--- config.mk ---
export PLATFORM = sky130hd
export DESIGN_NAME = cluster_chunk_loader_flat
export DESIGN_NICKNAME = d
export VERILOG_FILES = /design/src/rtl/cluster_loader_pkg.sv /design/src/rtl/cluster_chunk_loader_if.sv /design/src/rtl/chunk_slot_tracker.sv /design/src/rtl/cluster_chunk_loader.sv /design/src/flat_wrapper.sv
export SDC_FILE = /design/constraint.sdc
export NUM_CORES = 1
export LEC_CHECK = 0
export BUFFER_PORTS_ARGS = -buffer_cell sky130_fd_sc_hd__buf_2
export CORE_MARGIN = 5
export CORE_UTILIZATION = 35
export DETAILED_ROUTE_END_ITERATION = 16
export SYNTH_ARGS = -nofsm -noshare
export SYNTH_HDL_FRONTEND = slang
export SYNTH_SLANG_ARGS = --single-unit
--- constraint.sdc ---
create_clock -name clk_i -period 4.8 [get_ports clk_i]
set_input_delay 0.72 -clock clk_i [delete_from_list [all_inputs] [get_ports clk_i]]
set_output_delay 0.72 -clock clk_i [all_outputs]
set_load 0.02 [all_outputs]
--- src/rtl/cluster_loader_pkg.sv ---
// Shared types and helpers for the cluster chunk loader.
// Holds the FSM state enum, default sizes and width/wrap helpers.
package cluster_loader_pkg;

  typedef enum logic [1:0] {
    IDLE     = 2'd0,
    LOAD_IFM = 2'd1,
    LOAD_FIL = 2'd2
  } load_state_e;

  localparam int BEAT_NUM_DEF      = 8;
  localparam int IFM_CHUNK_NUM_DEF = 16;
  localparam int FIL_CHUNK_NUM_DEF = 32;
  localparam int CU_NUM_DEF        = 4;
  localparam int BUF_NUM_DEF       = 2;

  function automatic int idx_w(input int n);
    return (n > 1) ? $clog2(n) : 1;
  endfunction

  function automatic int wrap_inc(input int v, input int n);
    return (v >= n - 1) ? 0 : v + 1;
  endfunction

endpackage

--- src/rtl/cluster_chunk_loader_if.sv ---
// Job/release handshake and chunk-write bus of the chunk loader.
// master = layer controller side, slave = loader side.
interface cluster_chunk_loader_if
  import cluster_loader_pkg::*;
#(
  parameter int BEAT_NUM      = BEAT_NUM_DEF,
  parameter int IFM_CHUNK_NUM = IFM_CHUNK_NUM_DEF,
  parameter int FIL_CHUNK_NUM = FIL_CHUNK_NUM_DEF,
  parameter int CU_NUM        = CU_NUM_DEF,
  parameter int BUF_NUM       = BUF_NUM_DEF
);
  localparam int BW = idx_w(BEAT_NUM);
  localparam int IW = idx_w(IFM_CHUNK_NUM);
  localparam int FW = idx_w(FIL_CHUNK_NUM);
  localparam int PW = idx_w(BUF_NUM);

  logic               job_valid_i;
  logic               job_ready_o;
  logic [IW-1:0]      job_ifm_base_i;
  logic [FW-1:0]      job_fil_base_i;
  logic               slot_release_i;
  logic               ifm_chunk_wr_valid_o;
  logic [BW-1:0]      ifm_chunk_wr_count_o;
  logic [PW-1:0]      ifm_chunk_wr_sel_o;
  logic [IW-1:0]      ifm_sram_rd_count_o;
  logic               fil_chunk_wr_valid_o;
  logic [BW-1:0]      fil_chunk_wr_count_o;
  logic [PW-1:0]      fil_chunk_wr_sel_o;
  logic [CU_NUM-1:0]  fil_chunk_cu_wr_sel_o;
  logic [FW-1:0]      fil_sram_rd_count_o;
  logic [PW-1:0]      chunk_rd_sel_o;
  logic [BUF_NUM-1:0] chunk_rdy_o;
  logic               busy_o;
  logic               err_o;

  modport master (
    output job_valid_i, job_ifm_base_i,
    output job_fil_base_i, slot_release_i,
    input  job_ready_o,
    input  ifm_chunk_wr_valid_o, ifm_chunk_wr_count_o,
    input  ifm_chunk_wr_sel_o, ifm_sram_rd_count_o,
    input  fil_chunk_wr_valid_o, fil_chunk_wr_count_o,
    input  fil_chunk_wr_sel_o, fil_chunk_cu_wr_sel_o,
    input  fil_sram_rd_count_o,
    input  chunk_rd_sel_o, chunk_rdy_o, busy_o, err_o
  );

  modport slave (
    input  job_valid_i, job_ifm_base_i,
    input  job_fil_base_i, slot_release_i,
    output job_ready_o,
    output ifm_chunk_wr_valid_o, ifm_chunk_wr_count_o,
    output ifm_chunk_wr_sel_o, ifm_sram_rd_count_o,
    output fil_chunk_wr_valid_o, fil_chunk_wr_count_o,
    output fil_chunk_wr_sel_o, fil_chunk_cu_wr_sel_o,
    output fil_sram_rd_count_o,
    output chunk_rd_sel_o, chunk_rdy_o, busy_o, err_o
  );

endinterface

--- src/rtl/chunk_slot_tracker.sv ---
// Slot ring bookkeeping: wr/rd pointers, occupancy, full flags, err.
// In: complete_i, release_i. Out: pointers, rdy_o, occ_next_o, err_o.
module chunk_slot_tracker
  import cluster_loader_pkg::*;
#(
  parameter int BUF_NUM = BUF_NUM_DEF,
  localparam int PW = idx_w(BUF_NUM),
  localparam int OW = $clog2(BUF_NUM + 1)
)(
  input  logic               clk_i,
  input  logic               rst_i,
  input  logic               complete_i,
  input  logic               release_i,
  output logic [PW-1:0]      wr_ptr_o,
  output logic [PW-1:0]      rd_ptr_o,
  output logic [BUF_NUM-1:0] rdy_o,
  output logic [OW-1:0]      occ_next_o,
  output logic               err_o
);

  logic [PW-1:0]      wr_q, rd_q;
  logic [OW-1:0]      occ_q, occ_d;
  logic [BUF_NUM-1:0] rdy_q, rdy_d;
  logic               err_q;
  logic               rel_ok;

  // a release against an empty ring is dropped
  assign rel_ok = release_i && (occ_q != '0);

  always_comb begin
    rdy_d = rdy_q;
    occ_d = occ_q;
    if (complete_i) rdy_d[wr_q] = 1'b1;
    if (rel_ok) rdy_d[rd_q] = 1'b0;
    unique case ({complete_i, rel_ok})
      2'b10:   occ_d = occ_q + OW'(1);
      2'b01:   occ_d = occ_q - OW'(1);
      default: occ_d = occ_q;
    endcase
  end

  always_ff @(posedge clk_i or negedge rst_i) begin
    if (!rst_i) begin
      wr_q  <= '0;
      rd_q  <= '0;
      occ_q <= '0;
      rdy_q <= '0;
      err_q <= 1'b0;
    end else begin
      occ_q <= occ_d;
      rdy_q <= rdy_d;
      if (complete_i)
        wr_q <= PW'(wrap_inc(int'(wr_q), BUF_NUM));
      if (rel_ok)
        rd_q <= PW'(wrap_inc(int'(rd_q), BUF_NUM));
      if (release_i && !rel_ok)
        err_q <= 1'b1;
    end
  end

  assign wr_ptr_o   = wr_q;
  assign rd_ptr_o   = rd_q;
  assign rdy_o      = rdy_q;
  assign occ_next_o = occ_d;
  assign err_o      = err_q;

endmodule

--- src/rtl/cluster_chunk_loader.sv ---
// Streams one IFM chunk then per-CU filter chunks into a buffer slot.
// Ports: clk_i, rst_i (async low), bus (slave). Macro: FIL_BROADCAST_EN.
module cluster_chunk_loader
  import cluster_loader_pkg::*;
#(
  parameter int BEAT_NUM      = BEAT_NUM_DEF,
  parameter int IFM_CHUNK_NUM = IFM_CHUNK_NUM_DEF,
  parameter int FIL_CHUNK_NUM = FIL_CHUNK_NUM_DEF,
  parameter int CU_NUM        = CU_NUM_DEF,
  parameter int BUF_NUM       = BUF_NUM_DEF
)(
  input logic                   clk_i,
  input logic                   rst_i,
  cluster_chunk_loader_if.slave bus
);

  localparam int BW = idx_w(BEAT_NUM);
  localparam int IW = idx_w(IFM_CHUNK_NUM);
  localparam int FW = idx_w(FIL_CHUNK_NUM);
  localparam int CW = idx_w(CU_NUM);
  localparam int PW = idx_w(BUF_NUM);
  localparam int OW = $clog2(BUF_NUM + 1);

  load_state_e       state_q, state_d;
  logic [BW-1:0]     beat_q, beat_d;
  logic [CW-1:0]     cu_q, cu_d;
  logic [FW-1:0]     fil_base_q;
  logic              last_beat, last_cu;
  logic              accept, done;
  logic [CU_NUM-1:0] cu_mask;
  logic [PW-1:0]     wr_ptr, rd_ptr;
  logic [OW-1:0]     occ_next;
  logic              err;
  logic [BUF_NUM-1:0] rdy;

  logic              ready_q, ready_d;
  logic              busy_q, busy_d;
  logic              ifm_v_q, ifm_v_d;
  logic [BW-1:0]     ifm_cnt_q, ifm_cnt_d;
  logic [PW-1:0]     ifm_sel_q, ifm_sel_d;
  logic [IW-1:0]     ifm_idx_q, ifm_idx_d;
  logic              fil_v_q, fil_v_d;
  logic [BW-1:0]     fil_cnt_q, fil_cnt_d;
  logic [PW-1:0]     fil_sel_q, fil_sel_d;
  logic [FW-1:0]     fil_idx_q, fil_idx_d;
  logic [CU_NUM-1:0] cu_sel_q, cu_sel_d;

  assign accept    = bus.job_valid_i && ready_q;
  assign last_beat = (beat_q == BW'(BEAT_NUM - 1));

`ifdef FIL_BROADCAST_EN
  assign last_cu = 1'b1;
  assign cu_mask = '1;
`else
  assign last_cu = (cu_q == CW'(CU_NUM - 1));
  assign cu_mask = CU_NUM'(1) << cu_d;
`endif

  always_ff @(posedge clk_i or negedge rst_i) begin
    if (!rst_i) begin
      state_q    <= IDLE;
      beat_q     <= '0;
      cu_q       <= '0;
      fil_base_q <= '0;
    end else begin
      state_q <= state_d;
      beat_q  <= beat_d;
      cu_q    <= cu_d;
      if (accept) fil_base_q <= bus.job_fil_base_i;
    end
  end

  always_comb begin
    state_d = state_q;
    beat_d  = beat_q;
    cu_d    = cu_q;
    done    = 1'b0;
    unique case (state_q)
      IDLE: begin
        if (accept) begin
          state_d = LOAD_IFM;
          beat_d  = '0;
        end
      end
      LOAD_IFM: begin
        beat_d = beat_q + BW'(1);
        if (last_beat) begin
          state_d = LOAD_FIL;
          beat_d  = '0;
          cu_d    = '0;
        end
      end
      LOAD_FIL: begin
        beat_d = beat_q + BW'(1);
        if (last_beat) begin
          beat_d = '0;
          if (last_cu) begin
            state_d = IDLE;
            done    = 1'b1;
          end else begin
            cu_d = cu_q + CW'(1);
          end
        end
      end
      default: state_d = IDLE;
    endcase
  end

  // next values of the registered outputs
  always_comb begin
    ifm_v_d   = (state_d == LOAD_IFM);
    fil_v_d   = (state_d == LOAD_FIL);
    busy_d    = (state_d != IDLE);
    ready_d   = (state_d == IDLE) && (occ_next < OW'(BUF_NUM));
    ifm_cnt_d = ifm_v_d ? beat_d : ifm_cnt_q;
    ifm_idx_d = accept ? bus.job_ifm_base_i : ifm_idx_q;
    ifm_sel_d = accept ? wr_ptr : ifm_sel_q;
    fil_cnt_d = fil_v_d ? beat_d : fil_cnt_q;
    fil_sel_d = fil_v_d ? wr_ptr : fil_sel_q;
    cu_sel_d  = fil_v_d ? cu_mask : '0;
    fil_idx_d = fil_idx_q;
    // filter index walks with the CU and wraps at the SRAM depth
    unique case (1'b1)
      (state_q == LOAD_IFM) && last_beat:
        fil_idx_d = fil_base_q;
      (state_q == LOAD_FIL) && last_beat && !last_cu:
        fil_idx_d = FW'(wrap_inc(int'(fil_idx_q), FIL_CHUNK_NUM));
      default:
        fil_idx_d = fil_idx_q;
    endcase
  end

  always_ff @(posedge clk_i or negedge rst_i) begin
    if (!rst_i) begin
      ready_q   <= 1'b0;
      busy_q    <= 1'b0;
      ifm_v_q   <= 1'b0;
      ifm_cnt_q <= '0;
      ifm_sel_q <= '0;
      ifm_idx_q <= '0;
      fil_v_q   <= 1'b0;
      fil_cnt_q <= '0;
      fil_sel_q <= '0;
      fil_idx_q <= '0;
      cu_sel_q  <= '0;
    end else begin
      ready_q   <= ready_d;
      busy_q    <= busy_d;
      ifm_v_q   <= ifm_v_d;
      ifm_cnt_q <= ifm_cnt_d;
      ifm_sel_q <= ifm_sel_d;
      ifm_idx_q <= ifm_idx_d;
      fil_v_q   <= fil_v_d;
      fil_cnt_q <= fil_cnt_d;
      fil_sel_q <= fil_sel_d;
      fil_idx_q <= fil_idx_d;
      cu_sel_q  <= cu_sel_d;
    end
  end

  chunk_slot_tracker #(
    .BUF_NUM (BUF_NUM)
  ) u_tracker (
    .clk_i      (clk_i),
    .rst_i      (rst_i),
    .complete_i (done),
    .release_i  (bus.slot_release_i),
    .wr_ptr_o   (wr_ptr),
    .rd_ptr_o   (rd_ptr),
    .rdy_o      (rdy),
    .occ_next_o (occ_next),
    .err_o      (err)
  );

  assign bus.job_ready_o           = ready_q;
  assign bus.busy_o                = busy_q;
  assign bus.ifm_chunk_wr_valid_o  = ifm_v_q;
  assign bus.ifm_chunk_wr_count_o  = ifm_cnt_q;
  assign bus.ifm_chunk_wr_sel_o    = ifm_sel_q;
  assign bus.ifm_sram_rd_count_o   = ifm_idx_q;
  assign bus.fil_chunk_wr_valid_o  = fil_v_q;
  assign bus.fil_chunk_wr_count_o  = fil_cnt_q;
  assign bus.fil_chunk_wr_sel_o    = fil_sel_q;
  assign bus.fil_chunk_cu_wr_sel_o = cu_sel_q;
  assign bus.fil_sram_rd_count_o   = fil_idx_q;
  assign bus.chunk_rd_sel_o        = rd_ptr;
  assign bus.chunk_rdy_o           = rdy;
  assign bus.err_o                 = err;

endmodule

--- src/flat_wrapper.sv ---
// flat-port wrapper written by rule: the top's interface ports become plain ports
module cluster_chunk_loader_flat import cluster_loader_pkg::*;
#(
  parameter int BEAT_NUM      = BEAT_NUM_DEF,
  parameter int IFM_CHUNK_NUM = IFM_CHUNK_NUM_DEF,
  parameter int FIL_CHUNK_NUM = FIL_CHUNK_NUM_DEF,
  parameter int CU_NUM        = CU_NUM_DEF,
  parameter int BUF_NUM       = BUF_NUM_DEF
)
  (clk_i, rst_i, bus_job_valid_i, bus_job_ifm_base_i, bus_job_fil_base_i, bus_slot_release_i, bus_job_ready_o, bus_ifm_chunk_wr_valid_o, bus_ifm_chunk_wr_count_o, bus_ifm_chunk_wr_sel_o, bus_ifm_sram_rd_count_o, bus_fil_chunk_wr_valid_o, bus_fil_chunk_wr_count_o, bus_fil_chunk_wr_sel_o, bus_fil_chunk_cu_wr_sel_o, bus_fil_sram_rd_count_o, bus_chunk_rd_sel_o, bus_chunk_rdy_o, bus_busy_o, bus_err_o);
  cluster_chunk_loader_if #(.BEAT_NUM(BEAT_NUM), .IFM_CHUNK_NUM(IFM_CHUNK_NUM), .FIL_CHUNK_NUM(FIL_CHUNK_NUM), .CU_NUM(CU_NUM), .BUF_NUM(BUF_NUM)) bus_i ();
  input logic clk_i;
  input logic rst_i;
  input wire logic [$bits(bus_i.job_valid_i)-1:0] bus_job_valid_i;
  input wire logic [$bits(bus_i.job_ifm_base_i)-1:0] bus_job_ifm_base_i;
  input wire logic [$bits(bus_i.job_fil_base_i)-1:0] bus_job_fil_base_i;
  input wire logic [$bits(bus_i.slot_release_i)-1:0] bus_slot_release_i;
  output wire logic [$bits(bus_i.job_ready_o)-1:0] bus_job_ready_o;
  output wire logic [$bits(bus_i.ifm_chunk_wr_valid_o)-1:0] bus_ifm_chunk_wr_valid_o;
  output wire logic [$bits(bus_i.ifm_chunk_wr_count_o)-1:0] bus_ifm_chunk_wr_count_o;
  output wire logic [$bits(bus_i.ifm_chunk_wr_sel_o)-1:0] bus_ifm_chunk_wr_sel_o;
  output wire logic [$bits(bus_i.ifm_sram_rd_count_o)-1:0] bus_ifm_sram_rd_count_o;
  output wire logic [$bits(bus_i.fil_chunk_wr_valid_o)-1:0] bus_fil_chunk_wr_valid_o;
  output wire logic [$bits(bus_i.fil_chunk_wr_count_o)-1:0] bus_fil_chunk_wr_count_o;
  output wire logic [$bits(bus_i.fil_chunk_wr_sel_o)-1:0] bus_fil_chunk_wr_sel_o;
  output wire logic [$bits(bus_i.fil_chunk_cu_wr_sel_o)-1:0] bus_fil_chunk_cu_wr_sel_o;
  output wire logic [$bits(bus_i.fil_sram_rd_count_o)-1:0] bus_fil_sram_rd_count_o;
  output wire logic [$bits(bus_i.chunk_rd_sel_o)-1:0] bus_chunk_rd_sel_o;
  output wire logic [$bits(bus_i.chunk_rdy_o)-1:0] bus_chunk_rdy_o;
  output wire logic [$bits(bus_i.busy_o)-1:0] bus_busy_o;
  output wire logic [$bits(bus_i.err_o)-1:0] bus_err_o;
  assign bus_i.job_valid_i = bus_job_valid_i;
  assign bus_i.job_ifm_base_i = bus_job_ifm_base_i;
  assign bus_i.job_fil_base_i = bus_job_fil_base_i;
  assign bus_i.slot_release_i = bus_slot_release_i;
  assign bus_job_ready_o = bus_i.job_ready_o;
  assign bus_ifm_chunk_wr_valid_o = bus_i.ifm_chunk_wr_valid_o;
  assign bus_ifm_chunk_wr_count_o = bus_i.ifm_chunk_wr_count_o;
  assign bus_ifm_chunk_wr_sel_o = bus_i.ifm_chunk_wr_sel_o;
  assign bus_ifm_sram_rd_count_o = bus_i.ifm_sram_rd_count_o;
  assign bus_fil_chunk_wr_valid_o = bus_i.fil_chunk_wr_valid_o;
  assign bus_fil_chunk_wr_count_o = bus_i.fil_chunk_wr_count_o;
  assign bus_fil_chunk_wr_sel_o = bus_i.fil_chunk_wr_sel_o;
  assign bus_fil_chunk_cu_wr_sel_o = bus_i.fil_chunk_cu_wr_sel_o;
  assign bus_fil_sram_rd_count_o = bus_i.fil_sram_rd_count_o;
  assign bus_chunk_rd_sel_o = bus_i.chunk_rd_sel_o;
  assign bus_chunk_rdy_o = bus_i.chunk_rdy_o;
  assign bus_busy_o = bus_i.busy_o;
  assign bus_err_o = bus_i.err_o;
  cluster_chunk_loader #(.BEAT_NUM(BEAT_NUM), .IFM_CHUNK_NUM(IFM_CHUNK_NUM), .FIL_CHUNK_NUM(FIL_CHUNK_NUM), .CU_NUM(CU_NUM), .BUF_NUM(BUF_NUM)) u_core (.clk_i(clk_i), .rst_i(rst_i), .bus(bus_i));
endmodule
# Word-level counts from Yosys, hierarchy flattened
# Index checks and enable logic that the tools add are counted.
dict set report totals {
  mem_bits_ro 0
  mem_bits_rw 0
  mem_count 0
  elab_cells 91
  latchBits 0
  input_bits 13
  out_inout_bits 29
  ff_bits 44
}
dict set report op_classes {
  shifts 1
  magnitude_cmp 8
  n_eq_ne 8
  muxes 27
  reduce_logical 17
  mul 0
  div_mod_pow 0
  bitwise_logic 3
  addsub 7
}
# op count
set op_table {}
lappend op_table {{$mux 2} 9}
lappend op_table {{$pmux 5 s2} 1}
lappend op_table {{$logic_and 1x1->1} 9}
lappend op_table {{$eq 2x2->1 const B} 4}
lappend op_table {{$pmux 2 s2} 2}
lappend op_table {{$mux 1} 7}
lappend op_table {{$eq 2x1->1 const B} 3}
lappend op_table {{$mux 3} 2}
lappend op_table {{$pmux 2 s3} 1}
lappend op_table {{$pmux 3 s2} 1}
lappend op_table {{$reduce_bool 2->1} 3}
lappend op_table {{$add 5x1->5 const B} 1}
lappend op_table {{$ge 5x5->1 const B} 1}
lappend op_table {{$mux 5} 1}
lappend op_table {{$add 2x1->2 const B} 2}
lappend op_table {{$ge 1x1->1 const B} 4}
lappend op_table {{$logic_not 2->1} 2}
lappend op_table {{$lt 1x2->1 const B} 2}
lappend op_table {{$mux 4} 1}
lappend op_table {{$shl 1x2->4 const A} 1}
lappend op_table {{$add 3x1->3 const B} 1}
lappend op_table {{$eq 3x3->1 const B} 1}
lappend op_table {{$add 1x1->1 const B} 2}
lappend op_table {{$and 2x2->2} 1}
lappend op_table {{7 further kinds} 9}

# Logic depth before layout (Yosys ltp)
# Gate-level depths: netlist of run 1.
dict set report depth {
  depth_word 8
  mapped_depth 8
  ltp_nobuf 8
}

# Cells and area by module
# Synthesis of run 1 repeated with hierarchy kept, for this count alone.
dict set report hier_totals {
  cells_unflattened 151
  hier_area_um2 1965.6
}
# mod instances area_per_inst_um2 seq_area_each_um2 cells_per_inst
set by_module_without_submodules {}
lappend by_module_without_submodules {cluster_chunk_loader 1 1680.4 925.9 128}
lappend by_module_without_submodules {chunk_slot_tracker 1 285.3 175.2 23}

# Worst setup path before layout of run 1
# OpenSTA, ideal clock, no wires.
dict set report synth_path {
  path_type {register to register}
  from {register u_core.beat_q[0]}
  to {register u_core.fil_cnt_q[0], in the netlist u_core.bus.fil_chunk_wr_count_o[0]}
  setup_ps 125
  slack_ps 2800
  path_buffers 1
  arrival_ps 1875
  path_stages_with_launch 9
  required_time_ps 4675
  synth_period_minus_slack_ps 2000
  path_cell_list {dfrtp_1 -> ha_1 -> ha_1 -> buf_2 -> nand3_2 -> a221oi_1 -> o211ai_1 -> inv_2 -> mux2_2}
}
dict set report synth_via {
  elab_chain_len 4
  elab_cells_between_ends 9
  cone_classes {add/sub (1); eq/ne (2); mux (6)}
}
# element line
set synth_rtl {}
lappend synth_rtl {{start: declaration} cluster_chunk_loader.sv:25} ;# logic [BW-1:0] beat_q, beat_d;
lappend synth_rtl {{start signal: assignment} cluster_chunk_loader.sv:67} ;# beat_q <= beat_d;
lappend synth_rtl {{$eq 3x3->1 *} cluster_chunk_loader.sv:49} ;# assign last_beat = (beat_q == BW'(BEAT_NUM - 1));
lappend synth_rtl {{$mux 2 (on tied branches)} {cluster_chunk_loader.sv:95, cluster_chunk_loader.sv:87}}
lappend synth_rtl {{$pmux 2 s3 *} cluster_chunk_loader.sv:78} ;# unique case (state_q)
lappend synth_rtl {{$eq 2x2->1 *} cluster_chunk_loader.sv:112} ;# fil_v_d = (state_d == LOAD_FIL);
lappend synth_rtl {{net u_core.fil_v_d} cluster_chunk_loader.sv:42} ;# logic fil_v_q, fil_v_d;
lappend synth_rtl {{end signal: assignment} cluster_chunk_loader.sv:154} ;# fil_cnt_q <= fil_cnt_d;
lappend synth_rtl {{end: declaration} cluster_chunk_loader.sv:43} ;# logic [BW-1:0] fil_cnt_q, fil_cnt_d;
# Mark *: on every way through the listed nets, which the timed path passes. The rest lies on a longest branch.
# A chain may end at the register's enable or synchronous reset.

# Worst setup path after layout of run 1
dict set report layout_path {
  from {register u_core.beat_q[0]}
  to {register u_core.fil_cnt_q[1], in the netlist u_core.bus.fil_chunk_wr_count_o[1]}
}
# Same word-level chain as after synthesis.

==> run_results.csv, run 1 <==
group,metric,value,unit
sta,fmax,430,MHz
setup_path,critPathSlowestCell,"a221oi_1",
pwr,fin_total_pwr,1.19,mW
cts,cts_tree,"built",
sta,slew_headroom,35.5,%
placement,hpwl,2.71,mm
global_route,gr-usage-met1,14.2,%
global_route,antenna_found_initial,0,
hold_path,hold_class,"reg2reg",
finish,areaGrowthSynthToFinish,18.7,%
logic_synthesis,synth-edff-count,0,
detailed_routing,routed_wl,3.70,mm
cts,post_cts.repair.setup_buffers,0,
floorplanning,core,5470,sq um
placement,placedCellCount,267,
cts,cts.htree.levels,2,
global_route,gr-total-overflow,0,
setup_path,arrival,2.50,ns
sta,timing.hold.ws,0.455,ns
sta,tightest_slew,0.968,ns
finish,diodes,0,
placement,routabilityCongestion,0.712,
cts,post_cts_resized,0,
sta,final_hold_viol_count,0,
detailed_routing,drc,0,
placement,placed_area,2230,sq um
logic_synthesis,synth.distinct_cells,42,
pwr,p_leak,1.14,nW
floorplanning,start_util,35.6,%
sta,fin_crit,2.32,ns
sta,setup_tns,0,ns
floorplanning,num_rows,27,
pwr,pwr-share-seq,46.6,%
cts,clk_latency,0.28,ns
logic_synthesis,synth.most_common_cell,"dfrtp_1",
logic_synthesis,syn_area,1950,sq um
pwr,power_switching,0.418,mW
sta,rsz0062_at_grt,"no",
pwr,switching_share,35.3,%
logic_synthesis,ys.flop_type,"dfrtp_1",
sta,period_share,48.4,%
cts,cts.sinks,44,
setup_path,path_max_fanout,8,
logic_synthesis,yosysSeqAreaShare,56.6,%
status,outcome,"completed",
cts,cts_root_buffer,"clkbuf_8",
global_route,grt_busiest_layer,"met2",
logic_synthesis,synth_top_area_share,56.6,%
logic_synthesis,synth_seq_cells,44,
logic_synthesis,syn-num-nets,179,
sta,slew_violations,0,
global_route,grt_max_degree,45,
detailed_routing,vias,1338,
global_route,track_usage,11.0,%
pwr,max-vdd-ir-drop,213,uV
detailed_routing,detail-route-antenna-nets,0,
finish,drive_above_1_share,35.1,%
setup_path,slowest_delay,0.44,ns
cts,cts_inserted_buffers,5,
sta,clock-skew-final,0.00448,ns
detailed_routing,drt_iter0_markers,75,
placement,io_buffers,41,
setup_path,worstPathCellList,"ha_1, ha_1, nand3_2, a221oi_1, o211ai_1, inv_2, mux2_2",
sta,worst_slack,2.48,ns
logic_synthesis,synthTopCellsByCount,"dfrtp_1 (44), mux2_2 (14), nor2_1 (11), ha_1 (10), inv_1 (10)",
sta,setup_viol,0,
logic_synthesis,synth-async-reset-ratio,100,%
logic_synthesis,avgSynthCellArea,12.5,sq um
pwr,clockPowerShare,17.8,%
setup_path,end_kind,"flip-flop",
global_route,grtUsageMet2,17.7,%
global_route,grt_use_met3,2.75,%
logic_synthesis,yosys.area.top_type,"dfrtp_1",
detailed_routing,firstDrtPassIters,4,
setup_path,worstSetupStartpointType,"flip-flop",
floorplanning,ioPinCount,42,
placement,post-place-ws,2.35,ns
job,maxCapViolCount,0,
setup_path,required,4.97,ns
logic_synthesis,synthTopCellsByArea,"dfrtp_1 (57%), mux2_2 (8.1%), ha_1 (6.4%), mux2_4 (2.3%), a221oi_1 (2.2%)",
setup_path,worstSetupPathType,"reg2reg",
global_route,grt_pass1_wl,6.39,mm
cts,cts_buffer_depth,2,
logic_synthesis,synth-warning-count,0,
finish,post-route-cell-area,2310,sq um
global_route,grt_pass1_vias,1351,
pwr,cellInternalPower,0.768,mW
finish,nNetsFinal,225,
logic_synthesis,netlist_instances,156,
floorplanning,die_w,84.6,um
floorplanning,die_h,84.6,um
cts,ctsHoldBuffers,0,
cts,cts.clk_slew.worst_paths,0.07,ns
pwr,power_frac_comb,35.5,%
pwr,p_per_area,513,nW/um^2
floorplanning,die_area,7150,sq um
finish,fin_cells,274,
detailed_routing,viasPerCell,4.88,
setup_path,path_common_cell,"ha_1",
detailed_routing,drt-wirelength-per-cell,13.5,um
finish,final_util,42.2,%
cell type report:
cell class	count	area, sq um
fill	556	3160
sequential	44	1100
multi-input combinational	99	796
timing repair buffer	41	205
tap	72	90.1
clock buffer	6	72.6
inverter	11	41.3
clock inverter	1	5.00
path summary, 6_finish.rpt:
path                            slack (ns)                                 end  depth (start not counted)              startpoint
worst max-delay path                  2.48  u_core.bus.fil_chunk_wr_count_o[1]                          7        u_core.beat_q[0]
worst min-delay path                  0.46              u_core.u_tracker.err_o                          1  u_core.u_tracker.err_o
worst max register to register        2.48  u_core.bus.fil_chunk_wr_count_o[1]                          7        u_core.beat_q[0]
worst min register to register        0.46              u_core.u_tracker.err_o                          1  u_core.u_tracker.err_o
max in group asynchronous             3.62   u_core.bus.fil_sram_rd_count_o[4]                          1                   rst_i
min in group asynchronous             0.59  u_core.bus.fil_chunk_wr_count_o[1]                          1                   rst_i
sequential cells by signal, summed over array words and instances, names as in the netlist:
register,cells
u_core.beat_q,3
u_core.bus.busy_o,1
u_core.bus.fil_chunk_cu_wr_sel_o,4
u_core.bus.fil_chunk_wr_count_o,3
u_core.bus.fil_chunk_wr_sel_o,1
u_core.bus.fil_chunk_wr_valid_o,1
u_core.bus.fil_sram_rd_count_o,5
u_core.bus.ifm_chunk_wr_count_o,3
u_core.bus.ifm_chunk_wr_sel_o,1
u_core.bus.ifm_chunk_wr_valid_o,1
u_core.bus.ifm_sram_rd_count_o,4
u_core.bus.job_ready_o,1
u_core.cu_q,2
u_core.fil_base_q,5
u_core.state_q,2
u_core.u_tracker.err_o,1
u_core.u_tracker.occ_q,2
u_core.u_tracker.rd_ptr_o,1
u_core.u_tracker.rdy_o,2
u_core.u_tracker.wr_ptr_o,1
worst max-delay path, delay by kind of cell (launching register included):
family | cells | cell delay, ns
multiplexers | 1 | 0.34
flip-flops | 1 | 0.37
AO/OA/AOI/OAI | 2 | 0.71
buffers and inverters | 1 | 0.17
adder cells (fa/ha/maj) | 2 | 0.50
AND/OR/NAND/NOR | 1 | 0.11
power groups by stage:
| stage | Combinational, mW | Clock (mW) | Sequential (mW) |
|---|---|---|---|
| global route | 0.464 | 0.239 | 0.570 |
| floorplan | 0.249 | 0 | 0.609 |
| global placement | 0.422 | 0 | 0.559 |
| finish | 0.421 | 0.212 | 0.553 |
| CTS | 0.430 | 0.222 | 0.554 |
| detailed placement | 0.425 | 0 | 0.560 |
cells in the final DEF (no fill, tap or decap), types with 2 or more instances in the layout:
cell type and n:
nor2_1 11, buf_2 41, clkbuf_8 5, dfrtp_1 44, a21o_1 3, mux2_4 3
o21ai_0 4, a22o_1 3, nor3_1 4, xnor2_1 4, a31oi_1 2, ha_1 10
mux2_2 14, a21oi_1 4, a221oi_1 5, and3_1 4, inv_1 10, nor2b_1 2
nand2_1 4
layer usage:
layer / wire length [um] / vias up / share of wire (%)
li1: - / 655 / -
met5: 0 / - / 0
met2: 1810 / 26 / 49
met1: 1710 / 652 / 46
met3: 119 / 5 / 3.2
met4: 62 / 0 / 1.7
cells by family (layout without fill, tap and decap cells):
group,Yosys count,after routing,synth area share [%]
DFF,44,44,56.6
AOI/OAI and AO/OA,34,34,13.1
and+or+nand+nor,33,33,8.68
muxes,17,17,10.4
buffers and inverters,13,59,2.57
adders and majority gates,10,10,6.43
xor gates and xnor gates,5,5,2.25
No activity file was read; power rests on OpenSTA's default activity.
==> inputs of run 2 (changes only) <==
==> constraint.sdc (replaced) <==
create_clock -name clk_i -period 1.88 [get_ports clk_i]
set_input_delay 0.282 -clock clk_i [delete_from_list [all_inputs] [get_ports clk_i]]
set_output_delay 0.282 -clock clk_i [all_outputs]
set_load 0.02 [all_outputs]
==> run 2 against run 1 <==
Compared with the run above:
- the run now ends with negative setup slack left
- fmax grew 19%
- clock skew about the same
- highest routed layer unchanged
- sequential power increased to 2.6 times the previous value
- worst setup slack lost 2.6 ns
==> run_results.csv, run 2 (synthesis results as in run 1) <==
group,metric,value,unit
hold_path,hold_class,"in2reg",
floorplanning,die_area,7150,sq um
detailed_routing,detail-route-antenna-nets,0,
global_route,gr-total-overflow,0,
sta,rsz0062_at_grt,"yes",
finish,layout_commonest_cell,"dfrtp_1",
floorplanning,core,5470,sq um
detailed_routing,dr_wl_met2,2.03,mm
cts,cts.sinks,44,
finish,diodes,0,
pwr,p_per_area,1270,nW/um^2
sta,slew_violations,0,
sta,period_share,104,%
finish,areaGrowthSynthToFinish,34.1,%
floorplanning,ioPinCount,42,
detailed_routing,drc,0,
detailed_routing,routed_wl,4.09,mm
setup_path,worstSetupPathType,"reg2reg",
sta,timing.hold.ws,0.202,ns
cts,cts_root_buffer,"clkbuf_8",
sta,fmax,511,MHz
setup_path,reg2reg_depth,6,
floorplanning,die_h,84.6,um
setup_path,end_kind,"flip-flop",
sta,tightest_slew,0.530,ns
pwr,max-vdd-ir-drop,462,uV
sta,slew_headroom,64.7,%
global_route,antenna_found_initial,0,
status,violations,"negative setup slack",
placement,hpwl,2.89,mm
cts,cts_buffer_depth,2,
finish,layout_common_cells,"dfrtp_1 (43), buf_2 (41), buf_4 (17)",
floorplanning,die_w,84.6,um
detailed_routing,firstDrtPassIters,4,
setup_path,path_max_fanout,4,
cts,cts.htree.levels,2,
sta,fin_crit,1.96,ns
cts,cts_inserted_buffers,5,
floorplanning,start_util,35.6,%
pwr,p_leak,1.26,nW
placement,post-place-ws,-0.0349,ns
detailed_routing,drt-wirelength-per-cell,13.9,um
detailed_routing,wl_met3,136,um
detailed_routing,m1WireLength,1.83,mm
cts,clk_latency,0.30,ns
placement,routabilityCongestion,0.766,
finish,nNetsFinal,245,
global_route,grt_pass1_vias,1473,
placement,io_buffers,41,
setup_path,reg2reg_to,"u_core.bus.ifm_chunk_wr_count_o[2]",
sta,final_hold_viol_count,0,
floorplanning,num_rows,27,
global_route,grt_max_degree,24,
status,outcome,"finished, violations left",
setup_path,reg2reg_slack,-0.08,ns
finish,n_fill_cell,519,
detailed_routing,highest_layer,"met4",
hold_path,hold_end,"u_core.u_tracker.err_o",
pwr,fin_total_pwr,3.32,mW
global_route,track_usage,12.3,%
global_route,grt_pass1_wl,6.88,mm
detailed_routing,drt_iter0_markers,34,
detailed_routing,vias,1395,
cts,cts.clk_slew.worst_paths,0.08,ns
detailed_routing,viasPerCell,4.73,
sta,clock-skew-final,0.00427,ns
sta,setup_viol,5,
hold_path,min_from,"bus_slot_release_i",
job,maxCapViolCount,0,
hold_path,hold-path-cell-count,2,
setup_path,worstSetupStartpointType,"flip-flop",
cts,cts_tree,"built",
setup_path,arrival,2.14,ns
setup_path,reg2reg_from,"u_core.beat_q[1]",
setup_path,required,2.06,ns
finish,drive_above_1_share,47.5,%
sta,worst_slack,-0.0764,ns
run 2: cell count changes in the layout (fill, tap and decap cells not counted), sizes merged:
cell and delta:
dlygate4sd3 +1, clkinv -1, clkbuf +2, buf +19
run 2: worst max-delay path by stage:
stage | startpoint | slack [ns] | depth (start not counted) | to
3_5_place_dp | u_core.beat_q[0] | -0.03 | 7 | u_core.bus.fil_chunk_wr_count_o[0]
4_1_cts | u_core.beat_q[0] | -0.04 | 6 | u_core.bus.ifm_chunk_wr_count_o[2]
5_1_grt | u_core.beat_q[0] | -0.14 | 6 | u_core.bus.ifm_chunk_wr_count_o[1]
6_report | u_core.beat_q[1] | -0.08 | 6 | u_core.bus.ifm_chunk_wr_count_o[2]
2_1_floorplan | u_core.beat_q[0] | -0.04 | 7 | u_core.bus.ifm_chunk_wr_count_o[0]
3_3_place_gp | u_core.state_q[0] | -0.03 | 5 | u_core.bus.ifm_chunk_wr_count_o[1]
run 2: stage by stage:
stage	setup TNS, ns	area, sq um	util [%]	cells
final	-0.233	2610	47.7	295
after CTS	-0.119	2530	46.2	294
after global routing	-0.998	2610	47.7	295
after floorplan	-0.134	1980	-	156
after detailed placement	-0.147	2400	43.8	283
after global placement	-0.0793	2400	43.8	283
run 2: timing repair:
| item | CTS | global route |
|---|---|---|
| pin swaps | 2 | 2 |
| resized for setup | 4 | 17 |
| hold endpoints to repair | 21 | 0 |
| setup endpoints to repair | 8 | 18 |
| buffers inserted | 2 | 1 |
| hold buffers | 1 | 0 |
run 2: critical path, stage by stage (launching register included):
cell     delay (ns)
dfrtp_1        0.40
ha_4           0.16
ha_4           0.14
nand3_4        0.07
a221o_1        0.38
a211o_4        0.38
mux2_4         0.31
run 2: final cells by class:
class	count	area [sq um]	share of cell area, %
sequential	44	1100	42.2
timing repair buffer	61	374	14.3
tap	72	90.1	3.45
multi-input combinational	99	912	34.9
clock buffer	8	90.1	3.45
inverter	11	41.3	1.58
run 2: per-layer routing:
layer	global-route usage (%)	vias up
met3	3.43	7
met4	6.47	0
met1	15.5	671
met5	0	-
met2	19.2	20
li1	-	697
run 2: power by group:
group	internal (mW)	switching, mW
sequential	1.21	0.212
combinational	0.638	0.654
clock	0.300	0.303
==> inputs of run 3 (changes only) <==
--- a/config.mk
+++ b/config.mk
@@ -6,6 +6,7 @@
 export NUM_CORES = 1
 export LEC_CHECK = 0
 export BUFFER_PORTS_ARGS = -buffer_cell sky130_fd_sc_hd__buf_2
+export CORE_ASPECT_RATIO = 1.4
 export CORE_MARGIN = 5
 export CORE_UTILIZATION = 35
 export DETAILED_ROUTE_END_ITERATION = 16
==> constraint.sdc (replaced) <==
create_clock -name clk_i -period 1.88 [get_ports clk_i]
set_input_delay 0.282 -clock clk_i [delete_from_list [all_inputs] [get_ports clk_i]]
set_output_delay 0.282 -clock clk_i [all_outputs]
set_load 0.005 [all_outputs]
==> run 3 against run 2 <==
Compared with the run above:
- the run still ends with negative setup slack left
- first-iteration DRC count grew to 3.0 times the previous value
- final area grew 1.2%
- die area rose by 0.30%
- flip-flop and latch count is the same
- critical endpoint unchanged
==> run_results.csv, run 3 (synthesis results as in run 1) <==
group,metric,value,unit
detailed_routing,viasPerCell,4.86,
global_route,grt_pass1_wl,6.98,mm
status,outcome,"finished, violations left",
job,maxCapViolCount,0,
setup_path,critPathTopFamily,"compound AO/OA/AOI/OAI gates",
pwr,p_leak,1.30,nW
pwr,max-vdd-ir-drop,813,uV
floorplanning,core,5450,sq um
setup_path,worstSetupStartpointType,"flip-flop",
global_route,grt_max_degree,19,
floorplanning,num_rows,32,
detailed_routing,firstDrtPassIters,4,
setup_path,required,2.06,ns
hold_path,hold_class,"in2reg",
cts,cts_tree,"built",
floorplanning,die_area,7180,sq um
detailed_routing,detail-route-antenna-nets,0,
finish,drive_above_1_share,48.7,%
global_route,track_usage,12.3,%
setup_path,worstSetupPathType,"reg2reg",
global_route,antenna_found_initial,0,
setup_path,path_max_fanout,4,
sta,timing.hold.ws,0.196,ns
setup_path,arrival,2.13,ns
detailed_routing,drt-wirelength-per-cell,13.9,um
cts,cts_inserted_buffers,5,
finish,areaGrowthSynthToFinish,35.7,%
setup_path,path_common_cell,"ha_4",
finish,layout_commonest_cell,"dfrtp_1",
placement,post-place-ws,-0.0257,ns
sta,worst_slack,-0.0646,ns
placement,hpwl,3.07,mm
sta,period_share,103,%
detailed_routing,routed_wl,4.15,mm
finish,nNetsFinal,252,
floorplanning,die_w,73.0,um
sta,tightest_slew,0.372,ns
cts,cts.htree.levels,2,
detailed_routing,wl_met3,191,um
cts,clk_latency,0.29,ns
sta,setup_viol,4,
detailed_routing,dr_wl_met2,2.22,mm
cts,cts_buffer_depth,2,
finish,layout_common_cells,"dfrtp_1 (44), buf_2 (41), buf_4 (25)",
global_route,grt_pass1_vias,1514,
detailed_routing,vias,1449,
setup_path,slowest_delay,0.40,ns
detailed_routing,highest_layer,"met4",
finish,fin_cells,298,
floorplanning,die_h,98.2,um
detailed_routing,m1WireLength,1.67,mm
pwr,p_per_area,1230,nW/um^2
sta,fin_crit,1.94,ns
cts,cts.clk_slew.worst_paths,0.08,ns
floorplanning,ioPinCount,42,
setup_path,worstPathCellList,"ha_4, ha_4, nand3_4, a221o_1, a211o_4, mux2_4",
sta,slew_headroom,75.1,%
sta,rsz0062_at_grt,"yes",
setup_path,cp_num_buf_inv,0,
detailed_routing,drc,0,
placement,io_buffers,41,
sta,slew_violations,0,
status,violations,"negative setup slack",
sta,clock-skew-final,0.00501,ns
finish,final_util,48.5,%
global_route,gr-total-overflow,0,
sta,final_hold_viol_count,0,
detailed_routing,drt_iter0_markers,103,
setup_path,end_kind,"flip-flop",
floorplanning,start_util,35.8,%
cts,cts_root_buffer,"clkbuf_8",
cts,cts.sinks,44,
sta,fmax,514,MHz
placement,placedCellCount,282,
setup_path,critPathSlowestCell,"dfrtp_1",
placement,routabilityCongestion,0.850,
finish,diodes,0,
==> run 3: changes by cell type in the layout (fill, tap and decap cells not counted), sizes merged <==
| cell | delta |
|---|---|
| clkbuf | -2 |
| clkinv | +2 |
| buf | +7 |
==> run 3: worst paths after layout <==
kind | startpoint | endpoint | slack, ns | cells after the start
setup reg to reg | u_core.beat_q[1] | u_core.bus.ifm_chunk_wr_count_o[2] | -0.06 | 6
hold reg to reg | u_core.u_tracker.err_o | u_core.u_tracker.err_o | 0.46 | 1
hold / removal | bus_slot_release_i | u_core.u_tracker.err_o | 0.20 | 2
setup / recovery | u_core.beat_q[1] | u_core.bus.ifm_chunk_wr_count_o[2] | -0.06 | 6
min in group asynchronous | rst_i | u_core.fil_base_q[1] | 0.41 | 2
max in group asynchronous | rst_i | u_core.bus.ifm_chunk_wr_valid_o | 0.93 | 3
==> run 3: timing repair <==
action,in CTS,in global routing
hold buffers,1,0
endpoints found under the hold margin,13,0
endpoints found under the setup margin,7,19
resized for setup,1,20
setup buffers,1,6
pin swaps,0,6
==> run 3: final cells by class <==
class	count	area, sq um
Fill cell	522	2800
Sequential cell	44	1100
Multi-Input combinational cell	99	907
Timing Repair Buffer	68	414
Tap cell	68	85.1
Clock buffer	6	82.6
Inverter	11	41.3
Clock inverter	2	10.0
==> run 3: per-layer routing <==
metal	global-route usage [%]	vias up
met5	0	-
met4	5.11	0
met3	3.30	5
met2	20.3	24
met1	14.8	717
li1	-	703
==> run 3: stage by stage <==
stage | area [sq um] | total power [mW] | TNS, ns
2_1_floorplan | 1980 | 2.06 | -0.149
3_3_place_gp | 2400 | 2.46 | -0.0284
3_5_place_dp | 2400 | 2.48 | -0.0945
4_1_cts | 2510 | 3.11 | -0.148
5_1_grt | 2640 | 3.47 | -0.727
6_report | 2640 | 3.24 | -0.177
==> run 3: worst register-to-register path: stages (launching register included) <==
cell and delay (ns):
dfrtp_1 0.40, ha_4 0.16, ha_4 0.14, nand3_4 0.07
a221o_1 0.38, a211o_4 0.37, mux2_4 0.31
==> run 3: report_power, final <==
part	leakage, nW	switching [mW]	internal, mW
Clock	0.0510	0.311	0.293
Sequential	0.536	0.207	1.21
Combinational	0.708	0.520	0.696
